**config.mk**
```make
export PLATFORM = sky130hd
export DESIGN_NAME = seg_scan_decoder
export DESIGN_NICKNAME = d
export VERILOG_FILES = /design/src/rtl/seg_scan_decoder.sv
export SDC_FILE = /design/constraint.sdc
export NUM_CORES = 1
export LEC_CHECK = 0
export CORE_MARGIN = 10
export CORE_UTILIZATION = 61
export DETAILED_ROUTE_END_ITERATION = 16
export PLACE_DENSITY = 0.85
export SYNTH_ARGS = -nofsm -noshare
export SYNTH_HDL_FRONTEND = slang
export SYNTH_SLANG_ARGS = --single-unit
export TNS_END_PERCENT = 20
```
**constraint.sdc**
```tcl
create_clock -name clk -period 10.6 [get_ports clk]
set_clock_uncertainty 0.1 [all_clocks]
set_input_delay 1.59 -clock clk [delete_from_list [all_inputs] [get_ports clk]]
set_output_delay 1.59 -clock clk [all_outputs]
set_load 0.01 [all_outputs]
```
**src/rtl/seg_scan_decoder.sv**
```systemverilog
// Receive-side decoder for a multiplexed seven-segment bus: it samples anodes and
// segments, captures each settled dwell and publishes complete frames atomically.
module seg_scan_decoder #(
  parameter int DIGITS         = 8,
  parameter int STABLE_CYCLES  = 4,
  parameter int TIMEOUT_CYCLES = 65536
) (
  input  logic                clk,
  input  logic                rst_n,
  input  logic [DIGITS-1:0]   an,
  input  logic [7:0]          sig_c,
  output logic [4*DIGITS-1:0] digit_val,
  output logic [DIGITS-1:0]   digit_blank,
  output logic [DIGITS-1:0]   digit_dp,
  output logic                frame_valid,
  output logic                seg_err,
  output logic                an_err,
  output logic                stall
);

  localparam int CW = $clog2(STABLE_CYCLES);
  localparam int TW = $clog2(TIMEOUT_CYCLES);
  localparam int IW = (DIGITS > 1) ? $clog2(DIGITS) : 1;
  localparam logic [CW-1:0] STABLE_MAX  = CW'(STABLE_CYCLES - 1);
  localparam logic [TW-1:0] TIMEOUT_MAX = TW'(TIMEOUT_CYCLES - 1);

  logic [DIGITS-1:0]   an_q, an_p, an_act;
  logic [7:0]          sig_q, sig_p;
  logic [CW-1:0]       stable_cnt, stable_nxt;
  logic [TW-1:0]       idle_cnt;
  logic                dwell_done, multi_seen;
  logic [4*DIGITS-1:0] sh_val, sh_val_nxt;
  logic [DIGITS-1:0]   sh_blank, sh_blank_nxt, sh_dp, sh_dp_nxt;
  logic [DIGITS-1:0]   seen, seen_nxt;
  logic [IW-1:0]       sel_idx;
  logic                sel_one, sel_multi, same, capture;
  logic                glyph_ok, glyph_blank, frame_done, timed_out;
  logic [3:0]          glyph_val;

  // Result is {ok, blank, value}; segments are active low.
  function automatic logic [5:0] decode_glyph(input logic [6:0] g);
    logic [5:0] r;
    r = 6'b000000;
    case (g)
      7'h40: r = {2'b10, 4'h0};
      7'h79: r = {2'b10, 4'h1};
      7'h24: r = {2'b10, 4'h2};
      7'h30: r = {2'b10, 4'h3};
      7'h19: r = {2'b10, 4'h4};
      7'h12: r = {2'b10, 4'h5};
      7'h02: r = {2'b10, 4'h6};
      7'h78: r = {2'b10, 4'h7};
      7'h00: r = {2'b10, 4'h8};
      7'h10: r = {2'b10, 4'h9};
      7'h08: r = {2'b10, 4'hA};
      7'h03: r = {2'b10, 4'hB};
      7'h46: r = {2'b10, 4'hC};
      7'h21: r = {2'b10, 4'hD};
      7'h06: r = {2'b10, 4'hE};
      7'h0E: r = {2'b10, 4'hF};
      7'h7F: r = {2'b11, 4'h0};
      default: r = 6'b000000;
    endcase
    return r;
  endfunction

  assign an_act = ~an_q;

  always_comb begin
    sel_idx      = '0;
    sel_one      = 1'b0;
    sel_multi    = 1'b0;
    same         = 1'b0;
    stable_nxt   = '0;
    capture      = 1'b0;
    glyph_ok     = 1'b0;
    glyph_blank  = 1'b0;
    glyph_val    = 4'h0;
    seg_err      = 1'b0;
    an_err       = 1'b0;
    sh_val_nxt   = sh_val;
    sh_blank_nxt = sh_blank;
    sh_dp_nxt    = sh_dp;
    seen_nxt     = seen;
    frame_done   = 1'b0;
    timed_out    = 1'b0;

    // A select is valid when exactly one anode is pulled low.
    sel_one   = (an_act != '0) && ((an_act & (an_act - DIGITS'(1))) == '0);
    sel_multi = (an_act != '0) && !sel_one;
    for (int i = 0; i < DIGITS; i++) begin
      if (an_act[i]) sel_idx = IW'(i);
    end

    same = (an_q == an_p) && (sig_q == sig_p);
    if (sel_one && same) begin
      stable_nxt = (stable_cnt == STABLE_MAX) ? stable_cnt : stable_cnt + 1'b1;
    end

    // One capture per dwell: dwell_done blocks the saturated counter from refiring.
    capture = sel_one && same && (stable_nxt == STABLE_MAX) && !dwell_done;
    {glyph_ok, glyph_blank, glyph_val} = decode_glyph(sig_q[6:0]);
    seg_err = capture && !glyph_ok;
    an_err  = sel_multi && !multi_seen;

    if (capture) begin
      seen_nxt = seen | an_act;
      if (glyph_ok) begin
        sh_val_nxt[4*sel_idx +: 4] = glyph_val;
        sh_blank_nxt[sel_idx]      = glyph_blank;
        sh_dp_nxt[sel_idx]         = ~sig_q[7];
      end
    end

    frame_done = capture && (&seen_nxt);
    timed_out  = !capture && (idle_cnt == TIMEOUT_MAX);
  end

  always_ff @(posedge clk or negedge rst_n) begin
    if (!rst_n) begin
      an_q        <= '1;
      an_p        <= '1;
      sig_q       <= '1;
      sig_p       <= '1;
      stable_cnt  <= '0;
      dwell_done  <= 1'b0;
      multi_seen  <= 1'b0;
      idle_cnt    <= '0;
      sh_val      <= '0;
      sh_blank    <= '0;
      sh_dp       <= '0;
      seen        <= '0;
      digit_val   <= '0;
      digit_blank <= '1;
      digit_dp    <= '0;
      frame_valid <= 1'b0;
      stall       <= 1'b0;
    end else begin
      an_q       <= an;
      sig_q      <= sig_c;
      an_p       <= an_q;
      sig_p      <= sig_q;
      stable_cnt <= stable_nxt;
      multi_seen <= sel_multi;
      sh_val     <= sh_val_nxt;
      sh_blank   <= sh_blank_nxt;
      sh_dp      <= sh_dp_nxt;

      if (capture) begin
        dwell_done <= 1'b1;
      end else if (an_q != an_p) begin
        dwell_done <= 1'b0;
      end

      if (capture) begin
        idle_cnt <= '0;
      end else if (idle_cnt != TIMEOUT_MAX) begin
        idle_cnt <= idle_cnt + 1'b1;
      end

      frame_valid <= frame_done;
      if (frame_done) begin
        digit_val   <= sh_val_nxt;
        digit_blank <= sh_blank_nxt;
        digit_dp    <= sh_dp_nxt;
        seen        <= '0;
        stall       <= 1'b0;
      end else if (timed_out) begin
        // Outputs keep the last published frame; only the partial frame is dropped.
        seen  <= '0;
        stall <= 1'b1;
      end else begin
        seen <= seen_nxt;
      end
    end
  end

endmodule

```
# After elaboration in Yosys (flattened, before gate mapping)
# Cells that the tools add are included.
# word_totals
ff_bits,158
latchBits,0
ram_bits,0
rom_bits,0
in_bits,18
out_inout_bits,52
word_cells,105
n_memories,0
# op_classes
addsub,4
mul,0
div,0
magnitude_cmp,2
n_eq_ne,23
n_shift,2
n_mux,30
n_bitwise,4
reduce_logical,23
# op_table
cell,count
one-hot mux 6 bit (17 select lines),1
two-way mux 32 bit,2
two-way mux 8 bit,7
== test 7 bit (second input constant),5
negation 5 -> 34 bit,1
variable shift 4 x 34 -> 32 bit (first input constant),1
variable part select 4 x 34 -> 32 bit,1
bitwise mux 32 bit,1
two-way mux 16 bit,2
== test 7 x 5 -> 1 bit (second input constant),3
== test 7 x 6 -> 1 bit (second input constant),3
adder 16 x 1 -> 16 bit (second input constant),1
bitwise mux 8 bit,2
== test 16 bit (second input constant),1
== test 8 bit,2
!= test 16 bit (second input constant),1
two-way mux 3 bit,5
== test 7 x 2 -> 1 bit (second input constant),2
== test 7 x 4 -> 1 bit (second input constant),2
logical AND 1 bit,11
bitwise AND 8 bit,1
zero test 8 bit,1
!= test 8 bit,1
inverter 8 bit,1
other kinds (16),30

# Depth between registers and ports, before layout
# Gate-level depths: netlist of run 1.
# depth
ltp_word,15
mapped_depth,13
depth_no_buf,9

# Worst setup path before layout of run 1
# No wires, ideal clock.
# synth_path
path_kind,register -> output
startpoint,register sig_q[0]
endpoint,output port seg_err
t_arrival_ps,2389
required_time_ps,8910
path_slack_ps,6521
path_stages_with_launch,9
n_path_buf,3
path_cell_list,dfstp_2 > buf_4 > buf_2 > xnor2_1 > nand4_1 > or4_1 > a211oi_1 > clkbuf_1 > and2_1
# synth_between
elab_chain_len,8
word_cells_on_any_way,27
cone_classes,eq/ne (18); mux (2); reduce/logical (7)
# synth_rtl
element,line,rtl
"start, declared",28,"logic [7:0] sig_q, sig_p;"
"start signal, assigned",140,sig_q <= sig_c;
== test 8 bit,95,same = (an_q == an_p) && (sig_q == sig_p);
logical AND 1 bit,95,
logical AND 1 bit,"96, 101",
two-way mux 2 bit,96,if (sel_one && same) begin
== test 2 bit,101,capture = sel_one && same && (stable_nxt == STABLE_MAX) && !dwell_done;
logical AND 1 bit (2 in a row),101,
logical AND 1 bit *,103,seg_err = capture && !glyph_ok;
"end, declared",16,"output logic seg_err,"
# Every way passes the cells marked *; elsewhere a longest branch is shown, timed or not.

# Final worst setup path of run 1
# layout_path
startpoint,register sig_q[3]
endpoint,output port seg_err
# Same word-level chain as after synthesis.

==> out/metrics.yaml, run 1 <==
status:
  run_status: "finished, final reports clean"
detailed_routing:
  drc_errors: 0
  viasPerCell: 6.05
  antenna_left: 0
  route.vias.total: 4662
  first_pass_iters: 8
  dr.first_iter.drc_count: 350
  wl_per_cell_um: 20.7
  wl_um: 15900
cts:
  cts_sinks: 158
  root_buffer: "clkbuf_16"
  htree_levels: 4
  clk_pin_slew_ps: 60
  post_cts_resized: 0
  cts_buffers: 17
  insertion_delay_ps: 430
  cts_tree: "yes"
  clk_path_buf_depth: 2
  postCtsSetupRepairBufs: 0
  ctsHoldBuffers: 0
critical_path:
  path_delay_family: "simple AND/OR/NAND/NOR gates"
  cp.required_ps: 8910
  worst-path-max-fanout: 22
  worstPathCellList: "xnor2_1, nand4_1, or4_1, a211oi_2, buf_4, and2_1, clkdlybuf4s50_1"
  arrival_ps: 3340
  worstSetupStartpointType: "register"
  cp-end-kind: "output port"
  slowest_delay_ps: 780
  path_class: "reg2out"
  critPathBufInv: 2
  cp_slowest_cell: "dfstp_2"
global_routing:
  grt_util_all_layers_pct: 20.6
  antenna_found_initial: 0
  overflow: 0
  grt_max_degree: 90
  grt_pass1_vias: 5024
  grt_pass1_wl_um: 26600
yosys:
  syn-num-nets: 583
  synth-seq-cells: 158
  synthCells: 560
  synth_warnings: 0
  ys.flop_type: "dfrtp_1"
  synth_cell_types: 64
  synth-seq-area-share_pct: 57.0
  synth.cell_area_um2: 7030
  postSynthAreaPerCell_um2: 12.5
  synth_edf_count: 0
  async_flop_share_pct: 100
run:
  cap_violations: 0
power_and_ir_drop:
  cellLeakagePower_nw: 3.73
  irDropWorstVdd_v: 0.000186
  powerDensity_nw_per_um2: 160
timing:
  timing.final.hold_violations: 0
  finalCritPeriodShare_pct: 47.5
  max_freq_mhz: 199
  slew_headroom_pct: 14.3
  worst_pin_slew_ps: 1280
  rsz0062_at_grt: "no"
  finalSetupViolCount: 0
  whs_ps: 287
  min_period_ps: 5030
  fin_tns_setup_ps: 0
  slew_viol_final: 0
floorplanning:
  die_area_um2: 16200
  die_w_um: 127
  io_pins: 70
  coreArea_um2: 11400
  die_y_um: 127
  start_util_pct: 61.8
  core.rowCount: 39
layout:
  area_growth_pct: 19.8
  drive_gt1_share_pct: 28.5
  utilization_pct: 74.1
  diodes: 0
  fin_nets: 638
min_path:
  min_path_type: "reg2reg"
place:
  io_buffer_count: 69
  place_congestion: 0.859
  hpwl_um: 10600
area by class of cell:
type,count,area (µm²)
multi-input combinational,345,2790
inverter,20,75.1
tap,143,179
fill,722,2950
timing repair buffer,73,722
sequential,158,4000
clock inverter,12,206
clock buffer,20,447
sequential cells by signal, indices dropped and copies added, names as in the netlist:
| signal | flops |
|---|---|
| stable_cnt | 2 |
| sh_dp | 8 |
| digit_dp | 8 |
| sig_q | 8 |
| seen | 8 |
| an_q | 8 |
| an_p | 8 |
| stall | 1 |
| dwell_done | 1 |
| sh_blank | 8 |
| multi_seen | 1 |
| digit_blank | 8 |
| sh_val | 32 |
| digit_val | 32 |
| frame_valid | 1 |
| sig_p | 8 |
| idle_cnt | 16 |
where the power goes:
group          total [mW]  internal (mW)  switching, mW
clock network       0.671          0.427          0.244
registers           0.628          0.615         0.0128
logic              0.0499         0.0203         0.0296
total                1.35           1.06          0.287
layer usage:
metal / vias up / routed length [µm] / GRT usage [%]
li1: 2098 / - / -
met1: 2390 / 6520 / 25.0
met2: 145 / 8070 / 33.5
met3: 29 / 1010 / 6.99
met4: 0 / 331 / 7.37
met5: - / 0 / 0
worst reg2reg max path: stages, from the launching register on:
cell      delay (ps)
dfstp_2          780
xnor2_1          190
nand4_1          140
or4_1            590
a211oi_2         250
buf_4            270
nand2_1          350
inv_2            780
mux2_2           450
synthesized netlist by cell type, types with 2 or more instances:
master | instances | area (µm²)
nor2_1 | 29 | 109
or3b_2 | 3 | 26.3
a211oi_1 | 2 | 15.0
mux2i_1 | 7 | 70.1
or3_1 | 8 | 50.1
a31oi_1 | 4 | 25.0
and4_1 | 4 | 35.0
dfrtp_1 | 118 | 2950
xor2_1 | 8 | 70.1
inv_1 | 19 | 71.3
nor3_2 | 4 | 40.0
nor4b_1 | 4 | 35.0
nor4_1 | 9 | 56.3
nand3_1 | 13 | 65.1
buf_1 | 2 | 7.51
a2bb2o_1 | 2 | 20.0
ha_1 | 5 | 62.6
nor3_1 | 11 | 55.1
o21ai_0 | 10 | 50.1
clkbuf_1 | 16 | 60.1
o2111ai_1 | 2 | 17.5
nand4_1 | 11 | 68.8
nor2b_1 | 4 | 25.0
nor4bb_1 | 2 | 20.0
dfstp_2 | 40 | 1050
or4_1 | 3 | 22.5
o22ai_1 | 5 | 31.3
mux2_2 | 81 | 912
nand3b_1 | 3 | 22.5
buf_2 | 17 | 85.1
o211ai_1 | 4 | 30.0
nand2b_1 | 2 | 12.5
nand2_1 | 23 | 86.3
xnor2_1 | 23 | 201
a21o_1 | 8 | 60.1
o2bb2ai_1 | 6 | 52.6
a21oi_1 | 10 | 50.1
and2_1 | 7 | 43.8
mux2_4 | 6 | 90.1
placed cells by master, fill, tap and decap left out, drive strengths merged, types with 11 or more instances in the layout:
master and count:
dfrtp 118, mux2 87, clkdlybuf4s50 68, dfstp 40, nor2 29, xnor2 23, nand2 23, inv 23
clkbuf 20, nor3 15, nand3 13, nand4 11
path summary, 6_finish.rpt:
| path | startpoint | endpoint | slack, ps | cells past startpoint |
|---|---|---|---|---|
| hold reg to reg | sig_q[7] | sig_p[7] | 290 | 0 |
| setup reg to reg | sig_q[3] | digit_dp[4] | 6580 | 8 |
| min in group asynchronous | rst_n | seen[3] | 1070 | 1 |
| setup / recovery | sig_q[3] | seg_err | 5570 | 7 |
| max in group asynchronous | rst_n | sh_val[2] | 7800 | 2 |
| hold / removal | sig_q[7] | sig_p[7] | 290 | 0 |
per-stage QoR:
stage          cell area (µm²)  instances  worst slack (ps)  total power [mW]
6_report                  8420        771              5570              1.35
2_1_floorplan             7030        560              6520             0.662
3_5_place_dp              7770        739              6040             0.688
5_1_grt                   8420        771              5400              1.39
3_3_place_gp              7770        739              6190             0.685
4_1_cts                   8420        771              5570              1.36
kinds of logic (layout without fill, tap and decap cells):
group	count (synthesis)	in the layout	synth area share [%]
flops	158	158	57.0
xor+xnor	31	31	3.86
buf+inv	57	125	3.51
simple gates	151	151	12.6
compound gates	64	64	6.91
fa+ha+maj	5	5	0.890
mux	94	94	15.3
Note: power is estimated with default switching activity, not from simulation.
==> run 2: changes to the inputs <==
CORE_UTILIZATION = 57   (was 61)
PLACE_DENSITY = 0.8   (was 0.85)
clock period = 4.68 ns   (was 10.6 ns; I/O delays follow)
==> out/metrics.yaml, run 2 (synthesis gave the netlist of run 1 again) <==
cts:
  htree_levels: 4  # unchanged
  root_buffer: "clkbuf_16"  # unchanged
  insertion_delay_ps: 420  # was 430 ps
  cts_sinks: 158  # unchanged
  clk_path_buf_depth: 2  # unchanged
  cts_tree: "yes"  # unchanged
  postCtsSetupRepairBufs: 0  # unchanged
  post_cts_resized: 0  # unchanged
  ctsHoldBuffers: 0  # unchanged
  cts_buffers: 17  # unchanged
  clk_pin_slew_ps: 60  # about the same
floorplanning:
  die_area_um2: 17200  # was 16200 µm²
  die_w_um: 131  # was 127 µm
  start_util_pct: 58.2  # was 61.8%
  io_pins: 70  # unchanged
  core.rowCount: 40  # was 39
  die_y_um: 131  # was 127 µm
  coreArea_um2: 12100  # was 11400 µm²
layout:
  final_common_cell: "dfrtp_1"  # unchanged
  largestRegisters: "digit_val x32, sh_val x32, idle_cnt x16"  # unchanged
  fin_nets: 640  # was 638
  ff_latch_area_um2: 4000  # unchanged
  area_growth_pct: 19.8  # about the same
  utilization_pct: 69.8  # was 74.1%
  layout_common_cells: "118 x dfrtp_1, 81 x mux2_2, 68 x clkdlybuf4s50_1"  # unchanged
  fill_cells: 841  # was 722
  diodes: 0  # unchanged
  drive_gt1_share_pct: 28.9  # was 28.5%
  multi_input_area_um2: 2790  # unchanged
timing:
  finalCritPeriodShare_pct: 86.9
  finalSetupViolCount: 0  # unchanged
  fin_tns_setup_ps: 0  # unchanged
  worst_pin_slew_ps: 982  # was 1280 ps
  timing.final.hold_violations: 0  # unchanged
  rsz0062_at_grt: "no"  # unchanged
  min_period_ps: 4070
  slew_headroom_pct: 34.2  # was 14.3%
  max_freq_mhz: 246
  slew_viol_final: 0  # unchanged
  layout_setup_ws_ps: 611  # was 5570 ps
status:
  run_status: "finished, final reports clean"  # unchanged
place:
  place_congestion: 0.920  # was 0.859
  hpwl_um: 10400  # was 10600 µm
  io_buffer_count: 69  # unchanged
  pre_cts_slack_ps: 730  # was 6040 ps
detailed_routing:
  first_pass_iters: 5  # was 8
  route.vias.total: 4515  # was 4662
  wl_per_cell_um: 18.7  # was 20.7 µm
  drc_errors: 0  # unchanged
  dr.first_iter.drc_count: 297  # was 350
  antenna_left: 0  # unchanged
  wl_um: 14900  # was 15900 µm
  viasPerCell: 5.66  # was 6.05
critical_path:
  cp-end-kind: "register"  # was output port
  arrival_ps: 4280  # was 3340 ps
  worstSetupStartpointType: "register"  # unchanged
  cp.required_ps: 4890  # was 8910 ps
  path_class: "reg2reg"  # was reg2out
  worst-path-max-fanout: 11  # was 22
global_routing:
  top_usage_layer: "met2"  # unchanged
  overflow: 0  # unchanged
  antenna_found_initial: 0  # unchanged
  grt_pass1_vias: 4888  # was 5024
  grt_util_all_layers_pct: 18.6  # was 20.6%
  grt_max_degree: 88  # was 90
  met2_usage_pct: 30.9  # was 33.5%
  grtUsageMet3_pct: 5.92  # was 6.99%
  grtUsageMet1_pct: 22.8  # was 25.0%
  grt_pass1_wl_um: 25000  # was 26600 µm
min_path:
  min_path_type: "in2async"  # was reg2reg
power_and_ir_drop:
  internal-power_mw: 2.27  # was 1.06 mW
  seq_power_share_pct: 48.8  # was 46.5%
  cellLeakagePower_nw: 3.71  # was 3.73 nW
  pwr-share-clk_pct: 47.4  # was 49.8%
  irDropWorstVdd_v: 0.000281  # was 0.000186 V
  powerDensity_nw_per_um2: 346  # was 160 nW/µm²
  switching_share_pct: 22.2  # was 21.3%
  comb_power_share_pct: 3.8  # was 3.7%
  total_power_mw: 2.92  # was 1.35 mW
  p_switching_uw: 649  # was 287 µW
run:
  cap_violations: 0  # unchanged
## run 2: changes by cell type in the layout (fill, tap and decap cells not counted), moves of 2 or more
cell and change:
bufinv_16 -4, clkbuf_16 +2, buf_4 +2, clkinvlp_4 +2
## run 2: routing by layer
| metal | up-vias | routed length [µm] |
|---|---|---|
| li1 | 2105 | - |
| met1 | 2285 | 6390 |
| met2 | 106 | 7450 |
| met3 | 19 | 862 |
| met4 | 0 | 175 |
| met5 | - | 0 |
## run 2: final timing paths
check                               from             end  slack [ps]  depth (start not counted)
worst max-delay path             an_q[3]    digit_val[3]         610                          8
min in group clk                sig_q[7]        sig_p[7]         290                          0
worst max register to register   an_q[3]    digit_val[3]         610                          8
worst min register to register  sig_q[7]        sig_p[7]         290                          0
max in group asynchronous          rst_n  digit_blank[4]        3230                          2
worst min-delay path               rst_n      multi_seen         230                          1
## run 2: layout make-up
class                   count  area share, %
multi-input cells         345           33.1
repair buffers             75           8.75
flip-flops and latches    158           47.6
clock buffers              22           6.02
clock inverters            10           1.17
well taps                 168           2.50
inverters                  20          0.892
## run 2: worst max-delay path, cell delays in order, from the launching register on
cell and delay (ps):
dfstp_2 650, o21ai_0 150, a31oi_1 760, inv_1 240, ha_1 470, or4b_1 550, or3_1 440, mux2_2 330
mux2_2 260
## run 2: power by group through the flow
stage / Clock [mW] / Sequential [mW] / Combinational (mW)
after floorplan: 0 / 1.42 / 0.0759
after global placement: 0 / 1.44 / 0.106
after detailed placement: 0 / 1.45 / 0.111
after CTS: 1.40 / 1.42 / 0.111
after global routing: 1.46 / 1.43 / 0.123
final: 1.38 / 1.42 / 0.110
## run 2: through the flow
stage	hold slack, ps	cells	area, µm²
finish	227	798	8420
global route	285	798	8420
CTS	253	798	8420
detailed placement	281	766	7810
global placement	275	766	7810
floorplan	252	560	7030
